### config.mk
export PLATFORM = sky130hd
export DESIGN_NAME = store_tank
export DESIGN_NICKNAME = d
export VERILOG_FILES = /design/src/rtl/store_tank.sv
export SDC_FILE = /design/constraint.sdc
export NUM_CORES = 1
export LEC_CHECK = 0
export ABC_AREA = 1
export BUFFER_PORTS_ARGS = -buffer_cell sky130_fd_sc_hd__buf_4
export CAP_MARGIN = 20
export CORE_MARGIN = 4
export CORE_UTILIZATION = 55
export CTS_CLUSTER_DIAMETER = 150
export CTS_CLUSTER_SIZE = 40
export DETAILED_ROUTE_END_ITERATION = 8
export PLACE_DENSITY_LB_ADDON = 0.3
export SYNTH_ARGS = -nofsm -noshare
export SYNTH_HDL_FRONTEND = slang
export SYNTH_SLANG_ARGS = --single-unit
### constraint.sdc
create_clock -name clk -period 7.5 [get_ports clk]
set_input_delay 0.75 -clock clk [delete_from_list [all_inputs] [get_ports clk]]
set_output_delay 0.75 -clock clk [all_outputs]
set_load 0.02 [all_outputs]
### src/rtl/store_tank.sv
// store_tank: bit-serial model of one long mercury delay line (16 minor cycles x 36 digits).
// Transfers a long or short word when the addressed slot passes the tank output.
module store_tank #(
    parameter int MINORS = 16,
    parameter int DIGITS = 36,
    parameter int SHORT  = 18
) (
    input  logic       clk,
    input  logic       rst,
    input  logic       d0,
    input  logic       d35,
    input  logic [4:0] addr,
    input  logic       long_sel,
    input  logic       rd_req,
    input  logic       wr_req,
    input  logic       mob,
    output logic       mib,
    output logic       busy,
    output logic       done,
    output logic [3:0] minor
);

    localparam int BITS = MINORS * DIGITS;

    typedef enum logic [1:0] {
        IDLE,
        WAIT,
        XFER,
        DONE
    } state_t;

    state_t            state;
    state_t            state_next;
    logic [5:0]        digit_q;
    logic [5:0]        cur_digit;
    logic [3:0]        minor_q;
    logic              op_wr;
    logic              long_q;
    logic [4:0]        addr_q;
    logic [5:0]        cnt;
    logic [5:0]        cnt_next;
    logic [5:0]        start_digit;
    logic [5:0]        last_cnt;
    logic [9:0]        idx;
    logic              slot_hit;
    logic              active;
    logic [BITS-1:0]   mem;

    // NOTE: sequential state uses non-blocking (<=) so every register samples pre-edge values.
    always_ff @(posedge clk or posedge rst) begin
        if (rst) begin
            digit_q <= '0;
        end else if (d0) begin
            digit_q <= 6'd1;
        end else if (digit_q == 6'(DIGITS - 1)) begin
            digit_q <= '0;
        end else begin
            digit_q <= digit_q + 6'd1;
        end
    end

    always_ff @(posedge clk or posedge rst) begin
        if (rst) begin
            minor_q <= '0;
        end else if (d35) begin
            minor_q <= minor_q + 4'd1;
        end
    end

    assign cur_digit   = d0 ? 6'd0 : digit_q;
    assign idx         = 10'(minor_q) * 10'(DIGITS) + 10'(cur_digit);
    assign start_digit = (long_q || !addr_q[0]) ? 6'd0 : 6'(SHORT);
    assign last_cnt    = long_q ? 6'(DIGITS - 1) : 6'(SHORT - 1);
    assign slot_hit    = (minor_q == addr_q[4:1]) && (cur_digit == start_digit);

    // The matching WAIT cycle already moves transfer digit 0.
    assign active      = ((state == WAIT) && slot_hit) || (state == XFER);

    // NOTE: every always_comb output gets a default first so no latch is inferred.
    always_comb begin
        state_next = state;
        cnt_next   = cnt;
        unique case (state)
            IDLE: begin
                if (wr_req || rd_req) begin
                    state_next = WAIT;
                end
            end
            WAIT: begin
                if (slot_hit) begin
                    state_next = XFER;
                    cnt_next   = 6'd1;
                end
            end
            XFER: begin
                if (cnt == last_cnt) begin
                    state_next = DONE;
                end else begin
                    cnt_next = cnt + 6'd1;
                end
            end
            DONE: begin
                state_next = IDLE;
            end
            default: begin
                state_next = IDLE;
            end
        endcase
    end

    always_ff @(posedge clk or posedge rst) begin
        if (rst) begin
            state <= IDLE;
            cnt   <= '0;
        end else begin
            state <= state_next;
            cnt   <= cnt_next;
        end
    end

    // Write wins when both requests arrive together.
    always_ff @(posedge clk or posedge rst) begin
        if (rst) begin
            op_wr  <= 1'b0;
            long_q <= 1'b0;
            addr_q <= '0;
        end else if ((state == IDLE) && (wr_req || rd_req)) begin
            op_wr  <= wr_req;
            long_q <= long_sel;
            addr_q <= addr;
        end
    end

    // NOTE: the tank contents are deliberately not reset; data survives rst like the real delay line.
    always_ff @(posedge clk) begin
        if (active && op_wr) begin
            mem[idx] <= mob;
        end
    end

    assign mib   = active && !op_wr && mem[idx];
    assign busy  = (state == WAIT) || (state == XFER);
    assign done  = (state == DONE);
    assign minor = minor_q;

endmodule

==> qor.csv, run 1 <==
stage,metric,value,unit
global_route,gr-total-overflow,0,
pwr,power.total,7.53,mW
clock_network,cts_buffers,19,
job,maxCapViolCount,0,
logic_synthesis,synth.avg_cell_area,8.77,µm²
critical_path,worstSetupEndpointType,primary output,
floorplanning,die_y,237,µm
logic_synthesis,synth_edf_count,576,
floorplanning,start_util,55.8,%
global_route,grt_pass1_wl,115000,µm
pwr,vdd_drop_max,188,µV
sta,tns,0,ns
clock_network,clk_pin_slew,0.15,ns
global_route,grt_usage,26.0,%
run_status,status,"complete, no violations",
global_route,grt_max_degree,256,
sta,finalHoldViolations,0,
route,wl_per_cell,19.4,µm
critical_path,cp_top_family,simple AND/OR/NAND/NOR gates,
critical_path,cp_slowest_cell,nand2_2,
floorplanning,die_w,237,µm
place,portBuffers,19,
route,finalWirelength,75000,µm
clock_network,cts_hold_buf,0,
critical_path,arrival,4.57,ns
sta,period_needed,5.32,ns
logic_synthesis,netlist_instances,3287,
logic_synthesis,yosysTopAreaCell,edfxtp_1,
clock_network,clk_path_buf_depth,3,
pwr,powerDensity,250,nW/µm²
route,drt-initial-drc-count,2533,
route,num_vias,21362,
layout,final_cell_mix,"986 x nand2_1, 835 x nor2_1, 576 x edfxtp_1",
logic_synthesis,synth_cell_type_count,34,
clock_network,cts_sinks,601,
critical_path,crit_required,6.75,ns
logic_synthesis,syn_nets,3315,
route,routed_via_density,5.52,
critical_path,crit_chain,buf_4 > inv_1 > buf_4 > nand2_4 > nand2_2 > buf_4 > inv_2 > nand2_1 > nand4_1 > nand2_1 > nand2_1 > nor2_1 > nand2_1 > nand2_1 > nand2_1 > o21ai_0 > nand2_1 > nor2_1 > buf_4,
sta,fin_crit_sh,70.9,%
global_route,grt_pass1_vias,20311,
layout,area_growth,4.40,%
place,hpwlAfterDp,44100,µm
logic_synthesis,yosys_most_used_dff,edfxtp_1,
clock_network,cts_root_buffer,clkbuf_16,
critical_path,critPathKind,primary input to primary output,
sta,fin_skew,0.0664,ns
clock_network,clk_latency,0.60,ns
critical_path,crit_path_max_incr_delay,0.72,ns
logic_synthesis,synthTopCellsByArea,"edfxtp_1 60%, nand2_1 13%, nor2_1 11%, inv_1 4.1%, dfrtp_1 2.2%",
logic_synthesis,ys_ff_latch,601,
logic_synthesis,netlist_area,28800,µm²
place,dp_cells,3835,
layout,fin_util,58.3,%
sta,setup_viol,0,
place,place_area,29500,µm²
place,place_congestion,0.903,
sta,timing.fmax,0.188,GHz
clock_network,cts_setup_buffers,0,
sta,slew_violations,0,
critical_path,crit_path_start_kind,primary input,
layout,fill_cells,4516,
route,drt-pass1-iter-count,5,
layout,register_area,17900,µm²
sta,setup_ws,2.18,ns
layout,layout.nets,3205,
logic_synthesis,async_reset_ff_share,4.16,%
critical_path,worst-path-buf-inv,6,
layout,multi_input_area,8990,µm²
floorplanning,dieArea,56100,µm²
floorplanning,core,51600,µm²
logic_synthesis,synth_top_area_share,60.0,%
floorplanning,pin_count,20,
sta,slew_headroom,25.3,%
layout,final_cells,3870,
min_path,min_path_type,primary input to asynchronous set/reset pin,
layout,diodes,0,
critical_path,cpMostUsedCell,nand2_1,
route,remaining_drc_errors,0,
logic_synthesis,ys.warnings.count,0,
pwr,p_leak,11.9,nW
global_route,antenna_found_initial,0,
clock_network,postCtsResizedCells,0,
layout,final_common_cell,nand2_1,
route,ant_nets,0,
floorplanning,rows,83,
layout,design_area,30100,µm²
layout,drive_above_1_share,4.45,%
clock_network,h-tree-depth,1,
logic_synthesis,yosysSeqAreaShare,62.2,%
place,pre_cts_ws,2.28,ns
clock_network,cts_tree,yes,
sta,worst_slew_pin_slew,1.11,ns
critical_path,crit_path_max_fanout,30,
sta,grt_setup_unrepaired,no,
sta,hold_slack,0.352,ns
## flip-flops by register name, indices dropped and copies added (netlist names)
name,cells
addr_q,5
op_wr,1
minor,4
mem,576
long_q,1
state,2
cnt,6
digit_q,6
## final cells by class
class / instances / share of cell area, %
Sequential cell: 601 / 59.6
Multi-Input combinational cell: 2176 / 29.9
Inverter: 315 / 3.93
Tap cell: 680 / 2.83
Timing Repair Buffer: 64 / 1.89
Clock buffer: 32 / 1.74
Clock inverter: 2 / 0.129
## cell families (layout without fill, tap and decap cells)
kind of cell | after synthesis | after routing | synth area share (%)
AND/OR/NAND/NOR | 2037 | 2037 | 27.9
flip-flops | 601 | 601 | 62.2
buffers and inverters | 510 | 413 | 6.76
AO/OA/AOI/OAI | 106 | 106 | 1.91
adder cells (fa/ha/maj) | 15 | 15 | 0.677
XOR/XNOR | 12 | 12 | 0.365
multiplexers | 6 | 6 | 0.234
## synth_stat cells, types with 4 or more instances
master,instances
nand2_2,18
nand4_1,7
nor3_1,108
buf_2,27
nor2_1,840
inv_1,312
ha_1,14
xor2_1,8
nand3b_1,16
xnor2_1,4
dfrtp_1,25
edfxtp_1,576
buf_1,41
clkbuf_1,127
a21oi_1,13
o21ai_0,86
mux2_2,6
nand3_1,38
or2_2,14
nand2_1,989
## worst reg2reg max path, delay by kind of cell (launching register included)
family,cells,cell delay [ns]
AOI/OAI and AO/OA,2,0.36
adders and majority gates,1,0.35
buffers and inverters,2,0.50
DFF,1,0.46
and+or+nand+nor,9,2.46
## where the power goes
| group | internal, mW | total (mW) | switching (mW) | leakage [nW] |
|---|---|---|---|---|
| Clock | 0.500 | 1.49 | 0.994 | 0.265 |
| Combinational | 0.513 | 2.24 | 1.72 | 6.15 |
| Sequential | 3.73 | 3.80 | 0.0651 | 5.47 |
| Total | 4.75 | 7.53 | 2.78 | 11.9 |
## path summary, 6_finish.rpt
check                                 startpoint                     to  slack [ns]  cells after the start
max                                           d0                    mib        2.18                     19
min                                          rst   minor[2]$_DFFE_PP0P_        0.35                      2
max reg2reg                 digit_q[4]$_DFF_PP0_     mem[509]$_DFFE_PP_        3.10                     14
min reg2reg                addr_q[3]$_DFFE_PP0P_  addr_q[3]$_DFFE_PP0P_        0.54                      1
max in group asynchronous                    rst   digit_q[1]$_DFF_PP0_        6.51                      2
min in group clk                             d35   minor[0]$_DFFE_PP0P_        0.37                      2
## metal layers
metal | track usage (%) | part of all wire [%] | up-vias
met3 | 2.40 | 7.4 | 145
met5 | 0 | 0 | -
met2 | 44.4 | 49 | 959
met1 | 35.1 | 40 | 10207
met4 | 9.41 | 3.9 | 0
li1 | - | - | 10051
No activity file was read; power rests on OpenSTA's default activity.
==> inputs of run 2 (changes only) <==
- clock period: 7.5 -> 4.75 ns (I/O delays scaled with it)
==> run 2 against run 1 <==
Compared with the run above: critical endpoint unchanged; routed wire length up 0.27%; total power is 58% higher; clock power increased by 54%; hold slack got worse by 0.28 ns; sequential share of layout area fell by 0.25 points; critical path type is now flop to primary output; core utilization rose by 0.26 points.
==> qor.csv, run 2 (synthesis gave the netlist of run 1 again) <==
stage,metric,value,unit,change
run_status,status,"complete, no violations",,
critical_path,worstSetupEndpointType,primary output,,
route,routed_via_density,5.50,,-0.45%
place,hpwlAfterDp,44300,µm,+0.38%
floorplanning,start_util,55.8,%,unchanged
layout,reg_top3,"mem (576), cnt (6), digit_q (6)",,
route,ant_nets,0,,unchanged
route,wl_per_cell,19.4,µm,about the same
clock_network,cts_sinks,601,,unchanged
route,remaining_drc_errors,0,,unchanged
job,maxCapViolCount,0,,unchanged
min_path,min_path_type,primary input to asynchronous set/reset pin,,
layout,final_cells,3879,,+0.23%
global_route,gr-total-overflow,0,,unchanged
floorplanning,pin_count,20,,unchanged
layout,drive_above_1_share,5.00,%,+0.55 points
sta,tns,0,ns,unchanged
place,dp_cells,3846,,+0.29%
sta,worst_slew_pin_slew,1.10,ns,-0.0141 ns
layout,top_register,mem,,
layout,multi_input_area,9000,µm²,about the same
clock_network,cts_tree,yes,,
place,place_congestion,0.884,,-2.1%
sta,slew_headroom,26.7,%,+1.3 points
clock_network,clk_latency,0.58,ns,-0.02 ns
clock_network,cts_root_buffer,clkbuf_16,,
critical_path,arrival,4.03,ns,-0.54 ns
sta,timing.fmax,0.222,GHz,
clock_network,cts_hold_buf,0,,unchanged
layout,diodes,0,,unchanged
layout,largest_register_ffs,576,,unchanged
sta,fin_skew,0.0738,ns,+0.00735 ns
global_route,antenna_found_initial,0,,unchanged
global_route,grt_pass1_vias,20200,,-0.55%
route,drt-pass1-iter-count,6,,+1
pwr,power.total,11.9,mW,+58%
clock_network,clk_pin_slew,0.15,ns,about the same
layout,final_cell_mix,"986 x nand2_1, 834 x nor2_1, 576 x edfxtp_1",,
sta,period_needed,4.51,ns,
floorplanning,die_w,237,µm,unchanged
critical_path,r2r_end,mem[420]$_DFFE_PP_,,
clock_network,h-tree-depth,1,,unchanged
floorplanning,dieArea,56100,µm²,unchanged
critical_path,crit_path_max_fanout,5,,-83%
floorplanning,die_y,237,µm,unchanged
place,portBuffers,19,,unchanged
critical_path,crit_path_start_kind,flop,,
floorplanning,rows,83,,unchanged
critical_path,rrSetupSlack,0.96,ns,-2.14 ns
layout,area_growth,4.87,%,
critical_path,critPathKind,flop to primary output,,
pwr,vdd_drop_max,365,µV,+94%
sta,fin_crit_sh,94.9,%,
global_route,grt_pass1_wl,116000,µm,+0.61%
layout,final_common_cell,nand2_1,,
critical_path,rr_startpoint,digit_q[0]$_DFF_PP0_,,
route,drt-initial-drc-count,2531,,-0.079%
layout,fill_cells,4547,,+0.69%
critical_path,crit_required,4.28,ns,-2.47 ns
sta,finalHoldViolations,0,,unchanged
floorplanning,core,51600,µm²,unchanged
layout,register_area,17900,µm²,about the same
sta,setup_viol,0,,unchanged
pwr,p_leak,11.9,nW,+0.52%
route,finalWirelength,75200,µm,+0.27%
clock_network,clk_path_buf_depth,3,,unchanged
global_route,grt_max_degree,181,,-29%
sta,grt_setup_unrepaired,no,,
pwr,powerDensity,395,nW/µm²,+58%
route,num_vias,21316,,-0.22%
global_route,grt_usage,26.2,%,+0.21 points
layout,layout.nets,3221,,+0.50%
sta,slew_violations,0,,unchanged
critical_path,worst-r2r-cell-count,11,,-3
clock_network,cts_buffers,19,,unchanged
-- run 2: through the flow --
step	hold slack (ns)	utilization [%]	instance area, µm²	setup WS [ns]
final	0.0728	58.5	30200	0.243
after floorplan	0.480	-	28800	1.44
after CTS	0.0570	58.5	30200	0.0272
after global placement	0.492	57.3	29600	0.172
after detailed placement	0.509	57.4	29600	0.340
after global routing	0.0735	58.5	30200	0.0529
-- run 2: worst max path at each step --
stage | from | end | slack [ns] | cells past startpoint
2_1_floorplan | d0 | mib | 1.44 | 16
3_3_place_gp | digit_q[0]$_DFF_PP0_ | mib | 0.17 | 15
3_5_place_dp | d0 | mib | 0.34 | 19
4_1_cts | digit_q[2]$_DFF_PP0_ | mib | 0.03 | 18
5_1_grt | digit_q[2]$_DFF_PP0_ | mib | 0.05 | 19
6_report | digit_q[2]$_DFF_PP0_ | mib | 0.24 | 18
-- run 2: report_power, final --
group | switching [mW] | total [mW] | internal, mW
Clock | 1.53 | 2.30 | 0.768
Combinational | 2.75 | 3.63 | 0.882
Sequential | 0.115 | 6.01 | 5.90
-- run 2: metal layers --
metal  vias to the layer above  global-route usage [%]  part of all wire, %
met5                         -                       0                    0
met4                         0                    8.83                  3.5
met3                       146                    3.58                  8.7
met2                       886                    43.9                   48
met1                     10199                    35.7                   40
li1                      10085                       -                    -
-- run 2: repair_timing --
action,CTS,global route
setup endpoints to repair,1,1
pin swaps,1,1
cloned,1,0
gates resized for setup,3,3
buffers inserted,2,3
-- run 2: area by class of cell --
type	instances	share of cell area [%]
Multi-Input combinational cell	2176	29.8
Timing Repair inverter	1	0.0248
Clock inverter	1	0.0994
Tap cell	680	2.82
Clock buffer	26	1.66
Timing Repair Buffer	79	2.37
Sequential cell	601	59.3
Inverter	315	3.93
-- run 2: critical path: stages (launching register included) --
cell and delay, ns:
dfrtp_1 0.47, inv_1 0.12, nor2_1 0.05, ha_1 0.21, fa_1 0.55, inv_1 0.11, nand4_1 0.21, clkinvlp_4 0.11
buf_4 0.18, nand2_1 0.16, nand2_1 0.07, nor2_1 0.22, nand2_1 0.09, nand2_1 0.07, nand2_1 0.06, o21ai_0 0.16
nand2_1 0.17, nor2_2 0.24, buf_4 0.18
